[src/rtl/dmem_arbiter_pkg.sv]
// dmem_arbiter_pkg: shared types for the data-memory arbiter (store sizes, FSM states, grant owner)
package dmem_arbiter_pkg;
   localparam logic [1:0] ST_SB = 2'b00;
   localparam logic [1:0] ST_SH = 2'b01;
   localparam logic [1:0] ST_SW = 2'b10;
   typedef enum logic {IDLE, RD_WAIT} arb_state_t;
   typedef enum logic {LOAD, STORE} grant_t;
endpackage

[src/rtl/dmem_arbiter_if.sv]
// dmem_arbiter_if: bundle of load/store requester handshakes and the single-port memory bus
//   ld_req/ld_addr -> ld_done/ld_rdata        load handshake
//   st_req/st_addr/st_size/st_data -> st_done/st_err   store handshake
//   dmem_stall                                 a request is waiting this cycle
//   mem_rw_mode/mem_addr/mem_wdata/mem_wstrb -> memory, mem_data <- memory
//   slave modport: arbiter side; master modport: requesters plus memory
interface dmem_arbiter_if #(parameter int ADDR_W = 32);
   logic              ld_req;
   logic [ADDR_W-1:0] ld_addr;
   logic              ld_done;
   logic [31:0]       ld_rdata;
   logic              st_req;
   logic [ADDR_W-1:0] st_addr;
   logic [1:0]        st_size;
   logic [31:0]       st_data;
   logic              st_done;
   logic              st_err;
   logic              dmem_stall;
   logic              mem_rw_mode;
   logic [ADDR_W-1:0] mem_addr;
   logic [31:0]       mem_wdata;
   logic [3:0]        mem_wstrb;
   logic [31:0]       mem_data;
   modport slave (
      input  ld_req, ld_addr, st_req, st_addr, st_size, st_data, mem_data,
      output ld_done, ld_rdata, st_done, st_err, dmem_stall,
             mem_rw_mode, mem_addr, mem_wdata, mem_wstrb
   );
   modport master (
      output ld_req, ld_addr, st_req, st_addr, st_size, st_data, mem_data,
      input  ld_done, ld_rdata, st_done, st_err, dmem_stall,
             mem_rw_mode, mem_addr, mem_wdata, mem_wstrb
   );
endinterface

[src/rtl/dmem_arbiter_store_lane_align.sv]
// dmem_arbiter_store_lane_align: places store data on byte lanes and flags misaligned/reserved stores
//   i_size, i_off (byte offset), i_data -> o_wstrb, o_wdata, o_misaligned
module dmem_arbiter_store_lane_align
   import dmem_arbiter_pkg::*;
(
   input  logic [1:0]  i_size,
   input  logic [1:0]  i_off,
   input  logic [31:0] i_data,
   output logic [3:0]  o_wstrb,
   output logic [31:0] o_wdata,
   output logic        o_misaligned
);
   assign o_misaligned = (i_size == ST_SH && i_off[0]) || (i_size == ST_SW && i_off != 2'b00) || i_size == 2'b11;
   assign o_wstrb = o_misaligned ? 4'b0000 : i_size == ST_SB ? 4'b0001 << i_off : i_size == ST_SH ? 4'b0011 << i_off : 4'hF;
   assign o_wdata = i_size == ST_SB ? {4{i_data[7:0]}} : i_size == ST_SH ? {2{i_data[15:0]}} : i_data;
endmodule

[src/rtl/dmem_arbiter.sv]
// dmem_arbiter: round-robin load/store arbiter and sequencer for the single-port data memory
//   i_clk, i_rst (async active-low), bus (dmem_arbiter_if.slave: requester handshakes + memory bus)
module dmem_arbiter
   import dmem_arbiter_pkg::*;
#(
   parameter int ADDR_W = 32
) (
   input  logic           i_clk,
   input  logic           i_rst,
   dmem_arbiter_if.slave  bus
);
   arb_state_t  r_state, w_next;
   grant_t      r_last, w_last_next;
   logic [31:0] r_rdata;
   logic [3:0]  w_wstrb;
   logic [31:0] w_wdata;
   logic        w_mis, w_idle, w_grant_ld, w_grant_st;
   dmem_arbiter_store_lane_align u_align (
      .i_size       (bus.st_size),
      .i_off        (bus.st_addr[1:0]),
      .i_data       (bus.st_data),
      .o_wstrb      (w_wstrb),
      .o_wdata      (w_wdata),
      .o_misaligned (w_mis)
   );
   always_ff @(posedge i_clk or negedge i_rst)
      if (!i_rst) begin
         r_state <= IDLE;
         r_last  <= STORE;
         r_rdata <= '0;
      end else begin
         r_state <= w_next;
         r_last  <= w_last_next;
         if (r_state == RD_WAIT) r_rdata <= bus.mem_data;
      end
   // Grants are suppressed while reset is held so the bus shows idle values immediately.
   always_comb begin
      w_idle          = i_rst && r_state == IDLE;
      w_grant_ld      = w_idle && bus.ld_req && (!bus.st_req || r_last == STORE);
      w_grant_st      = w_idle && bus.st_req && (!bus.ld_req || r_last == LOAD);
      w_next          = w_grant_ld ? RD_WAIT : IDLE;
      w_last_next     = w_grant_ld ? LOAD : w_grant_st ? STORE : r_last;
      bus.ld_done     = i_rst && r_state == RD_WAIT;
      bus.ld_rdata    = bus.ld_done ? bus.mem_data : r_rdata;
      bus.st_done     = w_grant_st;
      bus.st_err      = w_grant_st && w_mis;
      bus.dmem_stall  = (bus.ld_req && !bus.ld_done) || (bus.st_req && !bus.st_done);
      bus.mem_rw_mode = !(w_grant_st && !w_mis);
      bus.mem_addr    = w_grant_ld ? bus.ld_addr & ~ADDR_W'(3) : w_grant_st ? bus.st_addr & ~ADDR_W'(3) : '0;
      bus.mem_wstrb   = w_grant_st ? w_wstrb : 4'b0000;
      bus.mem_wdata   = w_grant_st ? w_wdata : '0;
   end
endmodule

[src/flat_wrapper.sv]
// flat-port wrapper written by rule: the top's interface ports become plain ports
module dmem_arbiter_flat import dmem_arbiter_pkg::*;
#(
   parameter int ADDR_W = 32
)
  (i_clk, i_rst, bus_ld_req, bus_ld_addr, bus_st_req, bus_st_addr, bus_st_size, bus_st_data, bus_mem_data, bus_ld_done, bus_ld_rdata, bus_st_done, bus_st_err, bus_dmem_stall, bus_mem_rw_mode, bus_mem_addr, bus_mem_wdata, bus_mem_wstrb);
  dmem_arbiter_if #(.ADDR_W(ADDR_W)) bus_i ();
  input  logic i_clk;
  input  logic i_rst;
  input wire logic [$bits(bus_i.ld_req)-1:0] bus_ld_req;
  input wire logic [$bits(bus_i.ld_addr)-1:0] bus_ld_addr;
  input wire logic [$bits(bus_i.st_req)-1:0] bus_st_req;
  input wire logic [$bits(bus_i.st_addr)-1:0] bus_st_addr;
  input wire logic [$bits(bus_i.st_size)-1:0] bus_st_size;
  input wire logic [$bits(bus_i.st_data)-1:0] bus_st_data;
  input wire logic [$bits(bus_i.mem_data)-1:0] bus_mem_data;
  output wire logic [$bits(bus_i.ld_done)-1:0] bus_ld_done;
  output wire logic [$bits(bus_i.ld_rdata)-1:0] bus_ld_rdata;
  output wire logic [$bits(bus_i.st_done)-1:0] bus_st_done;
  output wire logic [$bits(bus_i.st_err)-1:0] bus_st_err;
  output wire logic [$bits(bus_i.dmem_stall)-1:0] bus_dmem_stall;
  output wire logic [$bits(bus_i.mem_rw_mode)-1:0] bus_mem_rw_mode;
  output wire logic [$bits(bus_i.mem_addr)-1:0] bus_mem_addr;
  output wire logic [$bits(bus_i.mem_wdata)-1:0] bus_mem_wdata;
  output wire logic [$bits(bus_i.mem_wstrb)-1:0] bus_mem_wstrb;
  assign bus_i.ld_req = bus_ld_req;
  assign bus_i.ld_addr = bus_ld_addr;
  assign bus_i.st_req = bus_st_req;
  assign bus_i.st_addr = bus_st_addr;
  assign bus_i.st_size = bus_st_size;
  assign bus_i.st_data = bus_st_data;
  assign bus_i.mem_data = bus_mem_data;
  assign bus_ld_done = bus_i.ld_done;
  assign bus_ld_rdata = bus_i.ld_rdata;
  assign bus_st_done = bus_i.st_done;
  assign bus_st_err = bus_i.st_err;
  assign bus_dmem_stall = bus_i.dmem_stall;
  assign bus_mem_rw_mode = bus_i.mem_rw_mode;
  assign bus_mem_addr = bus_i.mem_addr;
  assign bus_mem_wdata = bus_i.mem_wdata;
  assign bus_mem_wstrb = bus_i.mem_wstrb;
  dmem_arbiter #(.ADDR_W(ADDR_W)) u_core (.i_clk(i_clk), .i_rst(i_rst), .bus(bus_i));
endmodule
[config.mk]
export PLATFORM = sky130hd
export DESIGN_NAME = dmem_arbiter_flat
export DESIGN_NICKNAME = d
export VERILOG_FILES = /design/src/rtl/dmem_arbiter_pkg.sv /design/src/rtl/dmem_arbiter_if.sv /design/src/rtl/dmem_arbiter_store_lane_align.sv /design/src/rtl/dmem_arbiter.sv /design/src/flat_wrapper.sv
export SDC_FILE = /design/constraint.sdc
export NUM_CORES = 1
export LEC_CHECK = 0
export BUFFER_PORTS_ARGS = -buffer_cell sky130_fd_sc_hd__buf_2
export CORE_MARGIN = 10
export CORE_UTILIZATION = 25
export DETAILED_ROUTE_END_ITERATION = 8
export MAX_ROUTING_LAYER = met4
export PLACE_DENSITY_LB_ADDON = 0.08
export SYNTH_ARGS = -nofsm -noshare
export SYNTH_HDL_FRONTEND = slang
export SYNTH_SLANG_ARGS = --single-unit
export TNS_END_PERCENT = 30
[constraint.sdc]
create_clock -name i_clk -period 2.8 [get_ports i_clk]
set_input_delay 0.14 -clock i_clk [delete_from_list [all_inputs] [get_ports i_clk]]
set_output_delay 0.14 -clock i_clk [all_outputs]
set_load 0.02 [all_outputs]
==> out/metrics.yaml <==
numCtsBuffers: 5
grt_pass1_wl_um: 16330
hold_depth: 2
netlist_area_um2: 2683
syn_to_final_growth_pct: 51.31
drive_above_1_share: 0.6599
start_kind: "register"
clock-sinks: 34
min_from: "bus_ld_req"
start_util: 0.2587
setup_viol: 0
grtUsageTotal: 0.1374
ys.flop_type: "dfrtp_1"
dp_hpwl_um: 9119
wire_per_inst_um: 17.96
drc: 0
reg2reg_to: "u_core.r_state$_DFF_PN0_"
synth-async-reset-ratio: 1.000
dr.pass1.iters: 4
min_to: "u_core.r_last$_DFFE_PN1P_"
setup_tns_ns: 0
mostFrequentLayoutCell: "buf_2"
vias_per_cell: 4.665
synth_seq_cells: 34
status: "finished clean"
final.period_utilization: 0.8285
vdd_drop_max_v: 0.0003342
die_y_um: 123.6
reg2reg_slack_ns: 1.34
hold_path_class: "input pin to register"
vias: 2925
drt_iter0_drc: 95
finClkSkew_ns: 0.004907
required_ns: 2.66
gr-total-overflow: 0
avgSynthCellArea_um2: 10.05
routabilityCongestion: 0.8183
n_antenna_cell: 0
ys_warn_count: 0
critical_path_arrival_ns: 2.18
cp_top_family: "simple AND/OR/NAND/NOR gates"
crit_buf_inv: 2
reg2reg_from: "u_core.r_state$_DFF_PN0_"
synth_cell_types: 26
finalHoldViolCount: 0
fmax_mhz: 431.1
ant_nets: 0
synth_edf_count: 0
port_buffers: 234
rsz0062_at_grt: "false"
syn_inst: 267
cp_cell_sequence: "nand2_1, nand2_4, inv_4, a22o_1, buf_2"
synth_seq_area_share: 0.3176
fin_util: 0.3914
end_kind: "primary output"
grt_max_degree: 33
synth_top_area_frac: 0.3078
worstRegToRegCells: 3
ioPinCount: 239
powerDensity_nw_per_um2: 535.3
path_class: "register to primary output"
cts_tree: "built"
htreeDepth: 2
clockBufferDepth: 2
rows: 37
core_um2: 10370
slew_headroom: 0.6182
tightest_slew_ns: 0.5705
synth_area_leaders: "dfrtp_1 (31%), mux2_2 (30%), a22o_1 (9.8%), nand2_1 (3.8%), a21oi_1 (3.5%)"
cts_resized: 0
cap_violations: 0
cts_root_buffer: "clkbuf_8"
dieWidth_um: 123.6
power.leakage_uw: 0.002224
layout.nets: 629
antenna_found_initial: 0
dieArea_um2: 15270
cp_slowest_cell: "dfstp_2"
cts.clk_slew.worst_paths_ns: 0.07
yosysTopAreaCell: "dfrtp_1"
max_stage_delay_ns: 0.55
period_needed_ns: 2.320
final_cell_mix: "buf_2 (234), mux2_2 (72), dfrtp_1 (33)"
cp_max_fo: 32
slew_viol_final: 0
worstSkewPairLatency_ns: 0.28
wl_um: 11260
grt_pass1_vias: 3005
## final cells by class
| type | instances | area [um^2] |
|---|---|---|
| Fill cell | 1059 | 6311 |
| Multi-Input combinational cell | 204 | 1664 |
| Timing Repair Buffer | 241 | 1239 |
| Sequential cell | 34 | 852.1 |
| Tap cell | 136 | 170.2 |
| Clock buffer | 6 | 82.58 |
| Clock inverter | 1 | 30.03 |
| Inverter | 5 | 21.27 |
## report_power, final
part / switching [uW] / total [uW] / internal [uW]
clock network: 180 / 465 / 285
registers: 62.4 / 686 / 624
logic: 558 / 1020 / 464
total: 800 / 2170 / 1370
## cells in the mapped netlist, types with 4 or more instances
master,count
mux2_2,72
dfrtp_1,33
a22o_1,30
nand2_1,27
a21oi_1,19
buf_2,14
and3_1,10
nor2_1,10
o21ai_0,10
mux2i_1,9
buf_4,4
clkbuf_1,4
ha_1,4
inv_1,4
## worst register-to-register path, stage by stage (launching register included)
cell and delay [ns]:
dfrtp_1 0.52, nor2b_2 0.20, and3_1 0.28, buf_4 0.34
## sequential cells by signal, indices dropped and copies added (netlist names)
name            cells
u_core.r_last       1
u_core.r_rdata     32
u_core.r_state      1
## through the flow
stage	hold WS [ns]	cell area (um^2)	total power [uW]	cells	worst slack, ns
3_5_place_dp	-0.01656	3936	1733	619	0.7741
3_3_place_gp	-0.01180	3936	1721	619	0.7841
5_1_grt	0.04867	4059	2331	627	0.3190
2_1_floorplan	-0.1556	2686	1364	268	1.162
6_report	0.04867	4059	2173	627	0.4803
4_1_cts	0.03000	4059	2216	627	0.4438
## cell families (layout without fill, tap and decap cells)
logic type,after synthesis,after routing,synth area share
multiplexers,81,81,0.3358
AO/OA/AOI/OAI,62,62,0.1600
AND/OR/NAND/NOR,55,55,0.1031
flip-flops,34,34,0.3176
buffers and inverters,30,253,0.06343
adder cells (fa/ha/maj),4,4,0.01866
other,1,2,0.001398
## how the worst max path moves through the flow
stage               depth (start not counted)                to                       from
finish                                      5  bus_mem_addr[26]  u_core.r_last$_DFFE_PN1P_
global route                                5  bus_mem_addr[26]  u_core.r_last$_DFFE_PN1P_
CTS                                         5  bus_mem_addr[26]  u_core.r_last$_DFFE_PN1P_
detailed placement                          5  bus_mem_addr[26]  u_core.r_last$_DFFE_PN1P_
global placement                            5  bus_mem_addr[26]  u_core.r_last$_DFFE_PN1P_
floorplan                                   5  bus_mem_wstrb[3]   u_core.r_state$_DFF_PN0_
## what timing repair did
item                                   in CTS  in global routing
hold buffers                                1                  0
setup buffers                               0                  0
endpoints found under the hold margin       2                  0
## routing by layer
layer,GRT usage,vias to the layer above,wire (um)
met5,-,-,0
met4,0.02911,0,82
met3,0.03077,6,977
met2,0.2474,139,5778
met1,0.1514,1363,4420
li1,-,1417,-
Note: power is estimated with default switching activity, not from simulation.
